## config.mk

```make
export PLATFORM = sky130hd
export DESIGN_NAME = fadd_pipe
export DESIGN_NICKNAME = d
export VERILOG_FILES = /design/src/rtl/fadd_pipe.sv
export SDC_FILE = /design/constraint.sdc
export NUM_CORES = 1
export LEC_CHECK = 0
export ABC_AREA = 1
export CAP_MARGIN = 20
export CORE_MARGIN = 2
export CORE_UTILIZATION = 50
export DETAILED_ROUTE_END_ITERATION = 16
export PLACE_DENSITY = 0.76
export SLEW_MARGIN = 25
export SYNTH_ARGS = -nofsm -noshare
export SYNTH_HDL_FRONTEND = slang
export SYNTH_SLANG_ARGS = --single-unit
```

## constraint.sdc

```tcl
create_clock -name clk -period 14.3 [get_ports clk]
set_input_delay 3.575 -clock clk [delete_from_list [all_inputs] [get_ports clk]]
set_output_delay 3.575 -clock clk [all_outputs]
set_load 0.1 [all_outputs]
```

## src/rtl/fadd_pipe.sv

```systemverilog
`default_nettype none
// +--------------------------------------------------------------------------+
// | fadd_pipe : 3-stage IEEE-754 adder/subtractor with valid/ready flow      |
// |             (swap/align -> add/sub -> normalise/round), RNE, FTZ.        |
// | Revision  : 1.0                                                          |
// +--------------------------------------------------------------------------+
module fadd_pipe #(
  parameter int EXP_W = 8,
  parameter int MAN_W = 23
) (
  input  logic                   clk,
  input  logic                   rst,
  input  logic                   in_valid,
  output logic                   in_ready,
  input  logic [EXP_W+MAN_W:0]   x1,
  input  logic [EXP_W+MAN_W:0]   x2,
  input  logic                   op,
  output logic                   out_valid,
  input  logic                   out_ready,
  output logic [EXP_W+MAN_W:0]   y,
  output logic [2:0]             flags
);
  localparam int c_W         = 1 + EXP_W + MAN_W;
  localparam int c_SIG_W     = MAN_W + 4;
  localparam int c_SHIFT_MAX = MAN_W + 3;
  localparam int c_SH_W      = $clog2(c_SIG_W);
  localparam int c_E_W       = EXP_W + c_SH_W + 2;
  localparam int c_M_W       = MAN_W + 2;
  localparam logic [EXP_W-1:0] c_EXP_ONES = '1;
  localparam logic [c_W-1:0]   c_QNAN = {1'b0, {EXP_W{1'b1}}, 1'b1, {(MAN_W-1){1'b0}}};
  localparam logic signed [c_E_W-1:0] c_EXP_MAX = c_E_W'((2**EXP_W) - 1);
  localparam logic signed [c_E_W-1:0] c_EXP_MIN = c_E_W'(1);

  function automatic logic [c_SH_W-1:0] f_lzc(input logic [c_SIG_W-1:0] v);
    logic [c_SH_W-1:0] n;
    n = '0;
    for (int i = 0; i < c_SIG_W; i++)
      if (v[i]) n = c_SH_W'(c_SIG_W - 1 - i);
    return n;
  endfunction

  logic w_adv;
  logic r1_valid, r2_valid, r3_valid;
  logic [c_W-1:0] r_y;
  logic [2:0]     r_flags;

  assign w_adv     = !r3_valid || out_ready;
  assign in_ready  = rst || w_adv;
  assign out_valid = r3_valid;
  assign y         = r_y;
  assign flags     = r_flags;

  // ---------------- S1: classify, swap, align ----------------
  logic             w_a_sign, w_b_sign;
  logic [EXP_W-1:0] w_a_exp, w_b_exp;
  logic [MAN_W-1:0] w_a_frac, w_b_frac;
  logic w_a_zero, w_b_zero, w_a_inf, w_b_inf, w_a_nan, w_b_nan, w_a_snan, w_b_snan;

  assign w_a_sign = x1[c_W-1];
  assign w_b_sign = x2[c_W-1] ^ op;
  assign w_a_exp  = x1[c_W-2:MAN_W];
  assign w_b_exp  = x2[c_W-2:MAN_W];
  assign w_a_frac = x1[MAN_W-1:0];
  assign w_b_frac = x2[MAN_W-1:0];
  assign w_a_zero = (w_a_exp == '0);
  assign w_b_zero = (w_b_exp == '0);
  assign w_a_inf  = (w_a_exp == c_EXP_ONES) && (w_a_frac == '0);
  assign w_b_inf  = (w_b_exp == c_EXP_ONES) && (w_b_frac == '0);
  assign w_a_nan  = (w_a_exp == c_EXP_ONES) && (w_a_frac != '0);
  assign w_b_nan  = (w_b_exp == c_EXP_ONES) && (w_b_frac != '0);
  assign w_a_snan = w_a_nan && !w_a_frac[MAN_W-1];
  assign w_b_snan = w_b_nan && !w_b_frac[MAN_W-1];

  logic               w_swap, w_big_sign;
  logic [EXP_W-1:0]   w_big_exp, w_sml_exp, w_exp_diff;
  logic [c_SIG_W-1:0] w_big_sig, w_sml_raw, w_sml_mask, w_sml_sig;
  logic [c_SH_W-1:0]  w_shamt;

  always_comb begin
    w_swap     = x2[c_W-2:0] > x1[c_W-2:0];
    w_big_sign = w_swap ? w_b_sign : w_a_sign;
    w_big_exp  = w_swap ? w_b_exp  : w_a_exp;
    w_sml_exp  = w_swap ? w_a_exp  : w_b_exp;
    w_big_sig  = {1'b1, (w_swap ? w_b_frac : w_a_frac), 3'b000};
    w_sml_raw  = {1'b1, (w_swap ? w_a_frac : w_b_frac), 3'b000};
    w_exp_diff = w_big_exp - w_sml_exp;
    w_shamt    = (int'(w_exp_diff) > c_SHIFT_MAX) ? c_SH_W'(c_SHIFT_MAX) : c_SH_W'(w_exp_diff);
    w_sml_mask = ~({c_SIG_W{1'b1}} << w_shamt);
    w_sml_sig  = w_sml_raw >> w_shamt;
    // Everything shifted past the round bit collapses into the sticky LSB.
    w_sml_sig[0] = w_sml_sig[0] | (|(w_sml_raw & w_sml_mask));
  end

  logic           w_spec;
  logic [c_W-1:0] w_spec_y;
  logic [2:0]     w_spec_fl;

  always_comb begin
    w_spec    = w_a_nan | w_b_nan | w_a_inf | w_b_inf | w_a_zero | w_b_zero;
    w_spec_y  = x1;
    w_spec_fl = 3'b000;
    if (w_a_nan || w_b_nan) begin
      w_spec_y  = c_QNAN;
      w_spec_fl = {w_a_snan | w_b_snan, 2'b00};
    end else if (w_a_inf && w_b_inf) begin
      if (w_a_sign == w_b_sign) begin
        w_spec_y = {w_a_sign, c_EXP_ONES, {MAN_W{1'b0}}};
      end else begin
        w_spec_y  = c_QNAN;
        w_spec_fl = 3'b100;
      end
    end else if (w_a_inf) begin
      w_spec_y = {w_a_sign, c_EXP_ONES, {MAN_W{1'b0}}};
    end else if (w_b_inf) begin
      w_spec_y = {w_b_sign, c_EXP_ONES, {MAN_W{1'b0}}};
    end else if (w_a_zero && w_b_zero) begin
      w_spec_y = {w_a_sign & w_b_sign, {(c_W-1){1'b0}}};
    end else if (w_a_zero) begin
      w_spec_y = {w_b_sign, x2[c_W-2:0]};
    end
  end

  logic               r1_sign, r1_sub, r1_spec;
  logic [EXP_W-1:0]   r1_exp;
  logic [c_SIG_W-1:0] r1_big_sig, r1_sml_sig;
  logic [c_W-1:0]     r1_spec_y;
  logic [2:0]         r1_spec_fl;

  // ---------------- S2: add / subtract ----------------
  logic [c_SIG_W:0] w_sum;
  assign w_sum = r1_sub ? ({1'b0, r1_big_sig} - {1'b0, r1_sml_sig})
                        : ({1'b0, r1_big_sig} + {1'b0, r1_sml_sig});

  logic             r2_sign, r2_spec;
  logic [EXP_W-1:0] r2_exp;
  logic [c_SIG_W:0] r2_sum;
  logic [c_W-1:0]   r2_spec_y;
  logic [2:0]       r2_spec_fl;

  // ---------------- S3: normalise, round, range check ----------------
  logic [c_SH_W-1:0]        w_lz;
  logic [c_SIG_W-1:0]       w_norm;
  logic signed [c_E_W-1:0]  w_exp_n, w_exp_r;
  logic                     w_round_up;
  logic [c_M_W-1:0]         w_mant_r;
  logic [c_W-1:0]           w_res_y;
  logic [2:0]               w_res_fl;

  always_comb begin
    w_lz = f_lzc(r2_sum[c_SIG_W-1:0]);
    if (r2_sum[c_SIG_W]) begin
      w_norm  = r2_sum[c_SIG_W:1] | {{(c_SIG_W-1){1'b0}}, r2_sum[0]};
      w_exp_n = c_E_W'(r2_exp) + c_E_W'(1);
    end else begin
      w_norm  = r2_sum[c_SIG_W-1:0] << w_lz;
      w_exp_n = c_E_W'(r2_exp) - c_E_W'(w_lz);
    end
    w_round_up = w_norm[2] & (w_norm[1] | w_norm[0] | w_norm[3]);
    w_mant_r   = {1'b0, w_norm[c_SIG_W-1:3]} + c_M_W'(w_round_up);
    w_exp_r    = w_exp_n + c_E_W'(w_mant_r[MAN_W+1]);
    w_res_y    = {r2_sign, w_exp_r[EXP_W-1:0], w_mant_r[MAN_W-1:0]};
    w_res_fl   = 3'b000;
    if (r2_spec) begin
      w_res_y  = r2_spec_y;
      w_res_fl = r2_spec_fl;
    end else if (!(w_mant_r[MAN_W+1] | w_mant_r[MAN_W])) begin
      // No leading one anywhere means exact cancellation.
      w_res_y = '0;
    end else if (w_exp_r >= c_EXP_MAX) begin
      w_res_y  = {r2_sign, c_EXP_ONES, {MAN_W{1'b0}}};
      w_res_fl = 3'b010;
    end else if (w_exp_r < c_EXP_MIN) begin
      w_res_y  = {r2_sign, {(c_W-1){1'b0}}};
      w_res_fl = 3'b001;
    end
  end

  always_ff @(posedge clk) begin
    if (rst) begin
      r1_valid <= 1'b0;
      r2_valid <= 1'b0;
      r3_valid <= 1'b0;
      r_y      <= '0;
      r_flags  <= '0;
    end else if (w_adv) begin
      r1_valid <= in_valid;
      r2_valid <= r1_valid;
      r3_valid <= r2_valid;
      if (r2_valid) begin
        r_y     <= w_res_y;
        r_flags <= w_res_fl;
      end
    end
  end

  always_ff @(posedge clk) begin
    if (w_adv) begin
      r1_sign    <= w_big_sign;
      r1_sub     <= w_a_sign ^ w_b_sign;
      r1_spec    <= w_spec;
      r1_exp     <= w_big_exp;
      r1_big_sig <= w_big_sig;
      r1_sml_sig <= w_sml_sig;
      r1_spec_y  <= w_spec_y;
      r1_spec_fl <= w_spec_fl;
      r2_sign    <= r1_sign;
      r2_spec    <= r1_spec;
      r2_exp     <= r1_exp;
      r2_sum     <= w_sum;
      r2_spec_y  <= r1_spec_y;
      r2_spec_fl <= r1_spec_fl;
    end
  end
endmodule
`default_nettype wire
```

==> implementation parameters, run 1 <==
Parameter                              Value

Status
  Result of the run ... complete, no violations

Pwr
  Worst IR Drop VDD ... 80.7 uV
  Switching share of power ... 48.8%
  Sequential share of power ... 27.7%
  Combinational group share of total power ... 53.7%
  Internal power of the cells ... 1.58 mW
  Leakage power total ... 8.49 nW
  Net switching power figure ... 1.50 mW
  Proportion of power drawn by the clock network ... 18.6%
  Power density relative to cell area ... 168 nW/um^2

GRT
  Global route hottest layer ... met2
  First-pass GRT wire length ... 79.6 mm
  Met2 Resource Use GR ... 46.4%
  Met3 usage ... 2.41%
  Number of antenna violations at the first check in global routing ... 0
  Pin count of the biggest net entering global routing ... 109
  Global Route Usage Sum ... 30.1%
  Met1 Track Usage GR ... 43.8%
  Overflow left after global routing ... 0
  Number of global-route vias before repair ... 14200

Yosys
  Number of enable flip-flop cells after synthesis ... 165
  Share of synthesized area occupied by flip-flops and latches ... 35.0%
  Share of flip-flops with an asynchronous set or reset ... 0%
  Cell count after synthesis ... 2309
  Primary flip-flop cell chosen by synthesis mapping ... sky130_fd_sc_hd__edfxtp_1
  Number of synthesis warnings ... 0
  Post-synthesis register bit count ... 203
  Mean Syn Cell Area ... 7.07 sq um
  Syn Std Cell Area ... 16300 sq um
  Post-synthesis net count ... 2469
  Distinct cell type count of the synthesized netlist ... 68

Drt
  Initial DRC Count ... 1493
  DR pass1 iterations ... 6
  Sum of routed wire length over all layers ... 52.3 mm
  Remaining antenna violation count ... 0
  Vias post-DR ... 16000
  WL/cell ... 18.6 microns
  Post-detailed-route via-to-cell ratio ... 5.67
  Drc violations ... 0

Die
  Number of placed I/O pins ... 106
  Placeable core region ... 32400 sq um
  Height of the die ... 185 microns
  Die area ... 34100 sq um
  Initial cell density of the core ... 50.5%
  Standard-cell row count ... 66
  Horizontal extent of the die ... 185 microns

Setup path
  Critical path type ... in -> out
  Reg2reg path depth ... 58
  Logic depth of the worst path, buffers included ... 4
  Cell with the most instances on the worst path ... sky130_fd_sc_hd__clkdlybuf4s50_1
  Max stage delay on crit path ... 1.16 ns
  CP max-delay cell ... sky130_fd_sc_hd__clkdlybuf4s50_1
  Critical path's top delay family ... buffers and inverters
  Cells along the critical path ... clkdlybuf4s50_1 > inv_1 > nand2_1 > clkdlybuf4s50_1
  Startpoint Class ... input pin
  Signal arrival time at the worst endpoint ... 6.00 ns
  Kind of end point of the critical path ... output port
  Required @ worst endpoint ... 10.72 ns
  Flop2flop setup slack ... 6.45 ns
  Bufs and invs on worst path ... 3
  Largest fanout on the critical path ... 35

Timing
  Final critical path time including I/O delays and setup ... 9.57 ns
  Final count of negative-setup-slack endpoints ... 0
  Final-layout setup total negative slack ... 0 ns
  Maximum clock skew at final layout ... 0.0234 ns
  Final hold violation count ... 0
  RSZ-0062 raised after global routing ... false
  Top achievable clock speed ... 104 MHz
  Tcrit/Tclk final ... 66.9%
  Number of pins with negative max-slew slack in the final report ... 0
  Normalized max-slew margin ... 30.2%
  Pin slew with the least headroom to its limit ... 1.04 ns

Clock network
  Hold buffers post-CTS ... 0
  CTS tree ... yes
  Sink count of the clock tree ... 203
  H-tree depth ... 1
  Clock input transition at the sequential cells of the worst setup and hold paths ... 0.06 ns
  Skew-Pair Late Insertion Delay ... 0.53 ns
  Cell at the root of the clock tree ... sky130_fd_sc_hd__clkbuf_16
  Maximum clock insertion buffer count ... 3
  CTS Buf Count ... 23
  Setup fix buffers added after clock tree synthesis ... 0
  Resized Gates After CTS ... 0

Layout
  Most common cell after layout, fill and taps aside ... sky130_fd_sc_hd__nand2_1
  Ant. Diodes ... 0
  Layout cell share with drive strength beyond 1 ... 5.67%
  Non-filler instance count after layout ... 2821
  Fin util ... 56.7%
  Most used cells in the layout excluding fill and tap cells ... sky130_fd_sc_hd__nand2_1, sky130_fd_sc_hd__nand3_1, sky130_fd_sc_hd__inv_1
  Nets ... 2522
  Area growth from synthesis to layout ... 12.5%

Job
  Max-cap violations ... 0

Place
  Final weighted congestion in routability-driven placement ... 0.980
  Half-perimeter wire length of the detailed placement result ... 40.6 mm
  Number of buffers inserted by port buffering ... 105
  Cell count after placement ... 2778

Min path
  Worst min-delay path category ... reg -> reg
  Hold depth ... 0
==> area by class of cell <==
type,instances,area (sq um)
Multi-Input combinational cell,1734,9110
Inverter,278,1050
Sequential cell,203,5720
Timing Repair Buffer,122,1200
Clock buffer,24,579
Tap cell,442,553
Fill cell,3144,14000
Clock inverter,18,159
==> synthesized netlist by cell type, drive strengths merged, types with 8 or more instances <==
| library cell | n | area [sq um] |
|---|---|---|
| nand3 | 288 | 1500 |
| nor2 | 191 | 773 |
| o21bai | 11 | 86.3 |
| o211ai | 13 | 103 |
| nor4 | 11 | 68.8 |
| a21oi | 169 | 883 |
| xnor2 | 8 | 70.1 |
| o31ai | 12 | 90.1 |
| clkbuf | 50 | 188 |
| nand4 | 39 | 250 |
| nand2 | 597 | 2320 |
| buf | 42 | 269 |
| ha | 89 | 1110 |
| dfxtp | 38 | 761 |
| nor3 | 13 | 81.3 |
| edfxtp | 165 | 4950 |
| or2 | 8 | 50.0 |
| o21ai | 209 | 1050 |
| inv | 275 | 1030 |
| xor2 | 32 | 288 |
==> final timing paths <==
check                                  start                     end
setup / recovery                         rst                in_ready
hold / removal    r1_spec_y[2]$_SDFFCE_PP0N_  r2_spec_y[2]$_DFFE_PN_
setup reg to reg         r2_sum[2]$_DFFE_PN_       y[6]$_SDFFE_PP0P_
hold reg to reg   r1_spec_y[2]$_SDFFCE_PP0N_  r2_spec_y[2]$_DFFE_PN_
==> routing by layer <==
metal	vias up	wire [microns]
li1	7868	-
met1	7326	23600
met3	123	3580
met4	0	2340
met2	691	22800
met5	-	0
==> flip-flops by register name, summed over array words and instances, names as in the netlist <==
| name | cells |
|---|---|
| r1_spec | 1 |
| r2_exp | 8 |
| r1_sub | 1 |
| r2_spec_y | 32 |
| r1_sml_sig | 27 |
| out_valid | 1 |
| r1_valid | 1 |
| r2_valid | 1 |
| r2_spec_fl | 1 |
| r2_sign | 1 |
| r1_sign | 1 |
| flags | 3 |
| r1_exp | 8 |
| r1_big_sig | 23 |
| r2_spec | 1 |
| r1_spec_y | 32 |
| r2_sum | 28 |
| r1_spec_fl | 1 |
| y | 32 |
==> cell families (layout without fill, tap and decap cells) <==
kind of cell / count (synthesis) / in the layout / synth area share, %
compound gates: 441 / 441 / 14.8
xor+xnor: 40 / 40 / 2.19
fa+ha+maj: 91 / 91 / 7.06
buf+inv: 372 / 442 / 9.30
flops: 203 / 203 / 35.0
mux: 4 / 4 / 0.245
simple gates: 1158 / 1158 / 31.4
==> through the flow <==
stage	total power [mW]	hold slack (ns)	setup WS (ns)	cell area, sq um
after floorplan	2.03	0.400	6.32	16300
after global placement	2.47	0.400	4.66	17600
after detailed placement	2.48	0.405	4.57	17600
after CTS	3.06	0.408	4.69	18300
after global routing	3.30	0.425	4.41	18400
final	3.08	0.415	4.73	18400
==> power by group through the flow <==
stage	clock, mW	combinational (mW)	sequential (mW)
6_report	0.572	1.66	0.853
5_1_grt	0.603	1.84	0.859
4_1_cts	0.578	1.63	0.849
3_5_place_dp	0	1.62	0.862
3_3_place_gp	0	1.61	0.858
2_1_floorplan	0	1.16	0.876
(Power assumes the default switching activity.)
==> run 2: changes to the inputs <==
--- a/config.mk
+++ b/config.mk
@@ -10,7 +10,7 @@
 export CORE_MARGIN = 2
 export CORE_UTILIZATION = 50
 export DETAILED_ROUTE_END_ITERATION = 16
-export PLACE_DENSITY = 0.76
+export PLACE_DENSITY = 0.79
 export SLEW_MARGIN = 25
 export SYNTH_ARGS = -nofsm -noshare
 export SYNTH_HDL_FRONTEND = slang
==> constraint.sdc (replaced) <==
create_clock -name clk -period 8.2 [get_ports clk]
set_input_delay 2.05 -clock clk [delete_from_list [all_inputs] [get_ports clk]]
set_output_delay 2.05 -clock clk [all_outputs]
set_load 0.1 [all_outputs]
==> run 2 against run 1 <==
Die area unchanged. Critical path depth increased by 52. Final cell count rose by 0.11%. Clock-buffer cell count is the same. Wire length grew 1.3%. Sequential share of layout area down 0.11 points. Setup slack worse by 3.6 ns. Combinational power increased by 73%. Clock power is 85% higher. Largest cell class unchanged.
==> implementation parameters, run 2 (synthesized netlist as in run 1, its figures left out) <==
Parameter                              Value

Drt
  WL/cell ... 18.8 microns
  DR pass1 iterations ... 8
  Remaining antenna violation count ... 0
  Initial DRC Count ... 1706
  Vias post-DR ... 16400
  Drc violations ... 0
  Sum of routed wire length over all layers ... 53.0 mm
  Post-detailed-route via-to-cell ratio ... 5.80

GRT
  Number of global-route vias before repair ... 15100
  First-pass GRT wire length ... 82.4 mm
  Overflow left after global routing ... 0
  Pin count of the biggest net entering global routing ... 94
  Global Route Usage Sum ... 30.8%
  Number of antenna violations at the first check in global routing ... 0

Setup path
  Flop2flop setup slack ... 1.14 ns
  CP max-delay cell ... sky130_fd_sc_hd__edfxtp_1
  Crit path launch ... r2_sum[3]$_DFFE_PN_
  Signal arrival time at the worst endpoint ... 7.51 ns
  Max stage delay on crit path ... 0.40 ns
  Kind of end point of the critical path ... flop
  Bufs and invs on worst path ... 6
  Critical path type ... reg -> reg
  Logic depth of the worst path, buffers included ... 56
  Endpoint of the worst setup timing path ... y[6]$_SDFFE_PP0P_
  Reg2reg path depth ... 56
  Required @ worst endpoint ... 8.65 ns
  Largest fanout on the critical path ... 27
  Startpoint Class ... flop
  Critical path's top delay family ... simple AND/OR/NAND/NOR gates
  Worst flop-to-flop path startpoint ... r2_sum[3]$_DFFE_PN_
  Cell with the most instances on the worst path ... sky130_fd_sc_hd__nand2_1
  R2r endpoint ... y[6]$_SDFFE_PP0P_

Pwr
  Leakage power total ... 8.53 nW
  Worst IR Drop VDD ... 153 uV
  Power density relative to cell area ... 295 nW/um^2

Layout
  Ant. Diodes ... 0
  Most used cells in the layout excluding fill and tap cells ... sky130_fd_sc_hd__nand2_1, sky130_fd_sc_hd__nand3_1, sky130_fd_sc_hd__inv_1
  Layout cell share with drive strength beyond 1 ... 5.75%
  Fin util ... 56.9%
  Most common cell after layout, fill and taps aside ... sky130_fd_sc_hd__nand2_1
  Area growth from synthesis to layout ... 12.9%
  Non-filler instance count after layout ... 2824
  Nets ... 2526

Clock network
  Hold buffers post-CTS ... 0
  Resized Gates After CTS ... 0
  Skew-Pair Late Insertion Delay ... 0.51 ns
  CTS Buf Count ... 22
  Cell at the root of the clock tree ... sky130_fd_sc_hd__clkbuf_16
  Maximum clock insertion buffer count ... 3
  Setup fix buffers added after clock tree synthesis ... 0
  H-tree depth ... 1
  Clock input transition at the sequential cells of the worst setup and hold paths ... 0.06 ns
  Sink count of the clock tree ... 203
  CTS tree ... yes

Timing
  Top achievable clock speed ... 142 MHz
  Normalized max-slew margin ... 30.9%
  Final hold violation count ... 0
  Number of pins with negative max-slew slack in the final report ... 0
  Final critical path time including I/O delays and setup ... 7.06 ns
  Tcrit/Tclk final ... 86.1%
  Pin slew with the least headroom to its limit ... 1.03 ns
  Worst-case hold slack ... 0.417 ns
  Final-layout setup total negative slack ... 0 ns
  RSZ-0062 raised after global routing ... false
  Maximum clock skew at final layout ... 0.0160 ns
  Final count of negative-setup-slack endpoints ... 0

Die
  Placeable core region ... 32400 sq um
  Standard-cell row count ... 66
  Initial cell density of the core ... 50.5%
  Die area ... 34100 sq um
  Horizontal extent of the die ... 185 microns
  Number of placed I/O pins ... 106
  Height of the die ... 185 microns

Place
  Final weighted congestion in routability-driven placement ... 1.06
  Cell count after placement ... 2784
  Half-perimeter wire length of the detailed placement result ... 40.8 mm
  Number of buffers inserted by port buffering ... 105

Min path
  Worst min-delay path category ... reg -> reg

Job
  Max-cap violations ... 0

Status
  Result of the run ... complete, no violations
-- run 2: how the worst min path moves through the flow --
| stage | startpoint | end | slack (ns) | cells past startpoint |
|---|---|---|---|---|
| after CTS | r1_exp[3]$_DFFE_PN_ | r2_exp[3]$_DFFE_PN_ | 0.42 | 0 |
| after global routing | r1_exp[4]$_DFFE_PN_ | r2_exp[4]$_DFFE_PN_ | 0.42 | 0 |
| after detailed placement | r1_spec_y[29]$_SDFFCE_PP1N_ | r2_spec_y[29]$_DFFE_PN_ | 0.40 | 0 |
| final | r1_exp[3]$_DFFE_PN_ | r2_exp[3]$_DFFE_PN_ | 0.42 | 0 |
| after floorplan | r1_exp[0]$_DFFE_PN_ | r2_exp[0]$_DFFE_PN_ | 0.40 | 0 |
| after global placement | r1_spec_y[25]$_SDFFCE_PP1N_ | r2_spec_y[25]$_DFFE_PN_ | 0.40 | 0 |
-- run 2: layer usage --
layer  share of wire, %  wire, microns  track usage, %
met5                  0              0               0
met4                4.3           2260            12.4
met3                8.6           4540            4.15
met2                 45          23900            49.7
met1                 42          22300            41.9
-- run 2: cell type report --
cell class | instances | area [sq um]
multi-input cells | 1734 | 9110
flip-flops and latches | 203 | 5720
well taps | 442 | 553
clock buffers | 24 | 558
repair buffers | 127 | 1220
clock inverters | 16 | 228
inverters | 278 | 1050
fillers | 3078 | 13900
-- run 2: where the power goes --
part	internal, mW	switching, mW
Sequential	1.32	0.174
Clock	0.655	0.408
Combinational	0.883	1.99
Total	2.85	2.58
-- run 2: stage by stage --
step	worst slack [ns]	cell area (sq um)	power [mW]
floorplan	2.34	16300	3.55
global placement	0.734	17600	4.28
detailed placement	0.806	17600	4.31
CTS	1.16	18400	5.38
global route	0.432	18400	5.81
finish	1.14	18400	5.43
-- run 2: worst reg2reg max path: cells and delay by family, from the launching register on --
kind	cells	cell delay (ns)
AND/OR/NAND/NOR	43	4.38
buffers and inverters	6	1.04
adder cells (fa/ha/maj)	3	0.58
AO/OA/AOI/OAI	3	0.42
flip-flops	1	0.40
XOR/XNOR	1	0.18
==> run 3: changes to the inputs <==
--- a/config.mk
+++ b/config.mk
@@ -6,6 +6,7 @@
 export NUM_CORES = 1
 export LEC_CHECK = 0
 export ABC_AREA = 1
+export ABC_CLOCK_PERIOD_IN_PS = 8200
 export CAP_MARGIN = 20
 export CORE_MARGIN = 2
 export CORE_UTILIZATION = 50
==> results of run 3 <==
Final layout, timing and power as in run 2 (identical DEF).
==> edit: new RTL, flow settings as in run 1 <==
Put one more register stage on the output `flags`, cleared by the reset. The value now appears one clock later. The other outputs are not delayed to match.
--- a/src/rtl/fadd_pipe.sv
+++ b/src/rtl/fadd_pipe.sv
@@ -49,5 +49,11 @@
   assign out_valid = r3_valid;
   assign y         = r_y;
-  assign flags     = r_flags;
+  always_ff @(posedge clk) begin
+    if (rst) begin
+      flags <= '0;
+    end else begin
+      flags <= r_flags;
+    end
+  end
 
   // ---------------- S1: classify, swap, align ----------------
Formal check against the unedited RTL: not equivalent (Yosys sat finds a counterexample within 4 cycles, from zero or initial values and one cycle with rst high).
==> edit against run 1 <==
Final area shrank 0.93%; critical path type unchanged; routed wire length shrank 3.7%; maximum frequency shrank 4.2%; area after synthesis shrank 0.80%; sequential cell count grew 3; worst setup slack lost 0.42 ns; clock power shrank 6.5%; largest cell class unchanged; sequential power shrank 2%; hold slack gained 0.0045 ns; total power shrank 6.9%.
==> edit: results (changes against run 1) <==
metric;value;unit;change
grtUsageMet3;1.941;%;-0.47 points
synthCells;2270;;-1.7%
synth.mux.area_fraction;0.1853;%;-0.060 points
ys_types;58;;-15%
drive_above_1_share;5.759;%;+0.085 points
cts-root-buf;clkbuf_16;;
register_area;5776;sq um;+1.1%
vias_per_cell;5.758;;+1.5%
grt_max_degree;103;;-5.5%
clockBufferCount;27;;+13%
switching_power;1.351;mW;-10%
first_pass_iters;6;;unchanged
num-multi-input-gates;1704;;-1.7%
numCtsBuffers;22;;-4.3%
grt_pass1_vias;14519;;+2.1%
synth-xor-area-share;2.170;%;-0.021 points
clk_share;3.803;%;-0.22 points
skew;0.03179;ns;+0.008381 ns
power.share.clock;18.6;%;about the same
synthAdderAreaFrac;7.120;%;+0.057 points
grt.total_usage;29.63;%;-0.44 points
seq_area_share;31.74;%;+0.62 points
wirelength;50370;microns;-3.7%
met1_usage;42.01;%;-1.8 points
cts.sinks;206;;+1.5%
wl_met3;3167;microns;-12%
dp_hpwl;39190;microns;-3.6%
swShare;47.10;%;-1.7 points
status;complete, no violations;;
buf_share;6.519;%;-0.0073 points
power_frac_seq;29.1;%;+1.4 points
final.fill_count;2968;;-5.6%
inverters;271;;-2.5%
irDropWorstVdd;0.00008858;V;+9.8%
multi_input_area_share;49.56;%;-0.055 points
worstMarginPinSlew;1.034;ns;-0.009641 ns
wl_met1;22620;microns;-4.3%
yosys-top-cells-count;552 x nand2_1, 298 x nand3_1, 259 x inv_1;;
grt_pass1_wl;79360;microns;-0.30%
cts_buffer_depth;3;;unchanged
synth_fp_nets;2430;;-1.6%
buffers;123;;+0.82%
insertion_delay;0.51;ns;-0.02 ns
n_tap_cell;402;;-9.0%
seq_area_frac_synth;35.65;%;+0.65 points
placement.cell_area;17500;sq um;-0.60%
met2_usage;48.91;%;+2.5 points
route.met2.wl;23120;microns;+1.4%
place_ws;4.648;ns;+0.07855 ns
yosys-top-cells-area;edfxtp_1 31%, nand2_1 13%, nand3_1 9.2%, ha_1 6.9%, inv_1 6.0%;;
worstPathArrival;6.42;ns;+0.42 ns
synth-compound-area-share;14.65;%;-0.19 points
gp_congestion;0.9550;;-2.6%
fin_nets;2488;;-1.3%
instances_no_fill;2746;;-2.7%
edit: cell types whose count changed in the layout (fill, tap and decap cells not counted), sizes merged, moves of 5 or more:
cell,delta
nor2,-20
nand3b,+5
nand3,+21
inv,-13
nand2,-20
o21ai,-21
edit: critical path: cells and delay by family:
kind | cells | cell delay [ns]
and+or+nand+nor | 1 | 0.32
buffers and inverters | 3 | 2.52
edit: logic make-up (layout without fill, tap and decap cells):
| group | Yosys count | after routing |
|---|---|---|
| compound gates | 427 | 427 |
| mux | 3 | 3 |
| fa+ha+maj | 91 | 91 |
| xor+xnor | 38 | 38 |
| flops | 206 | 206 |
| buf+inv | 360 | 434 |
| simple gates | 1145 | 1145 |
edit: final timing paths:
path	from	depth (start not counted)	slack [ns]	to
max	rst	4	4.30	in_ready
min	r1_exp[2]	0	0.42	r2_exp[2]
max reg2reg	r2_sum[2]	54	7.37	y[2]
min reg2reg	r1_exp[2]	0	0.42	r2_exp[2]
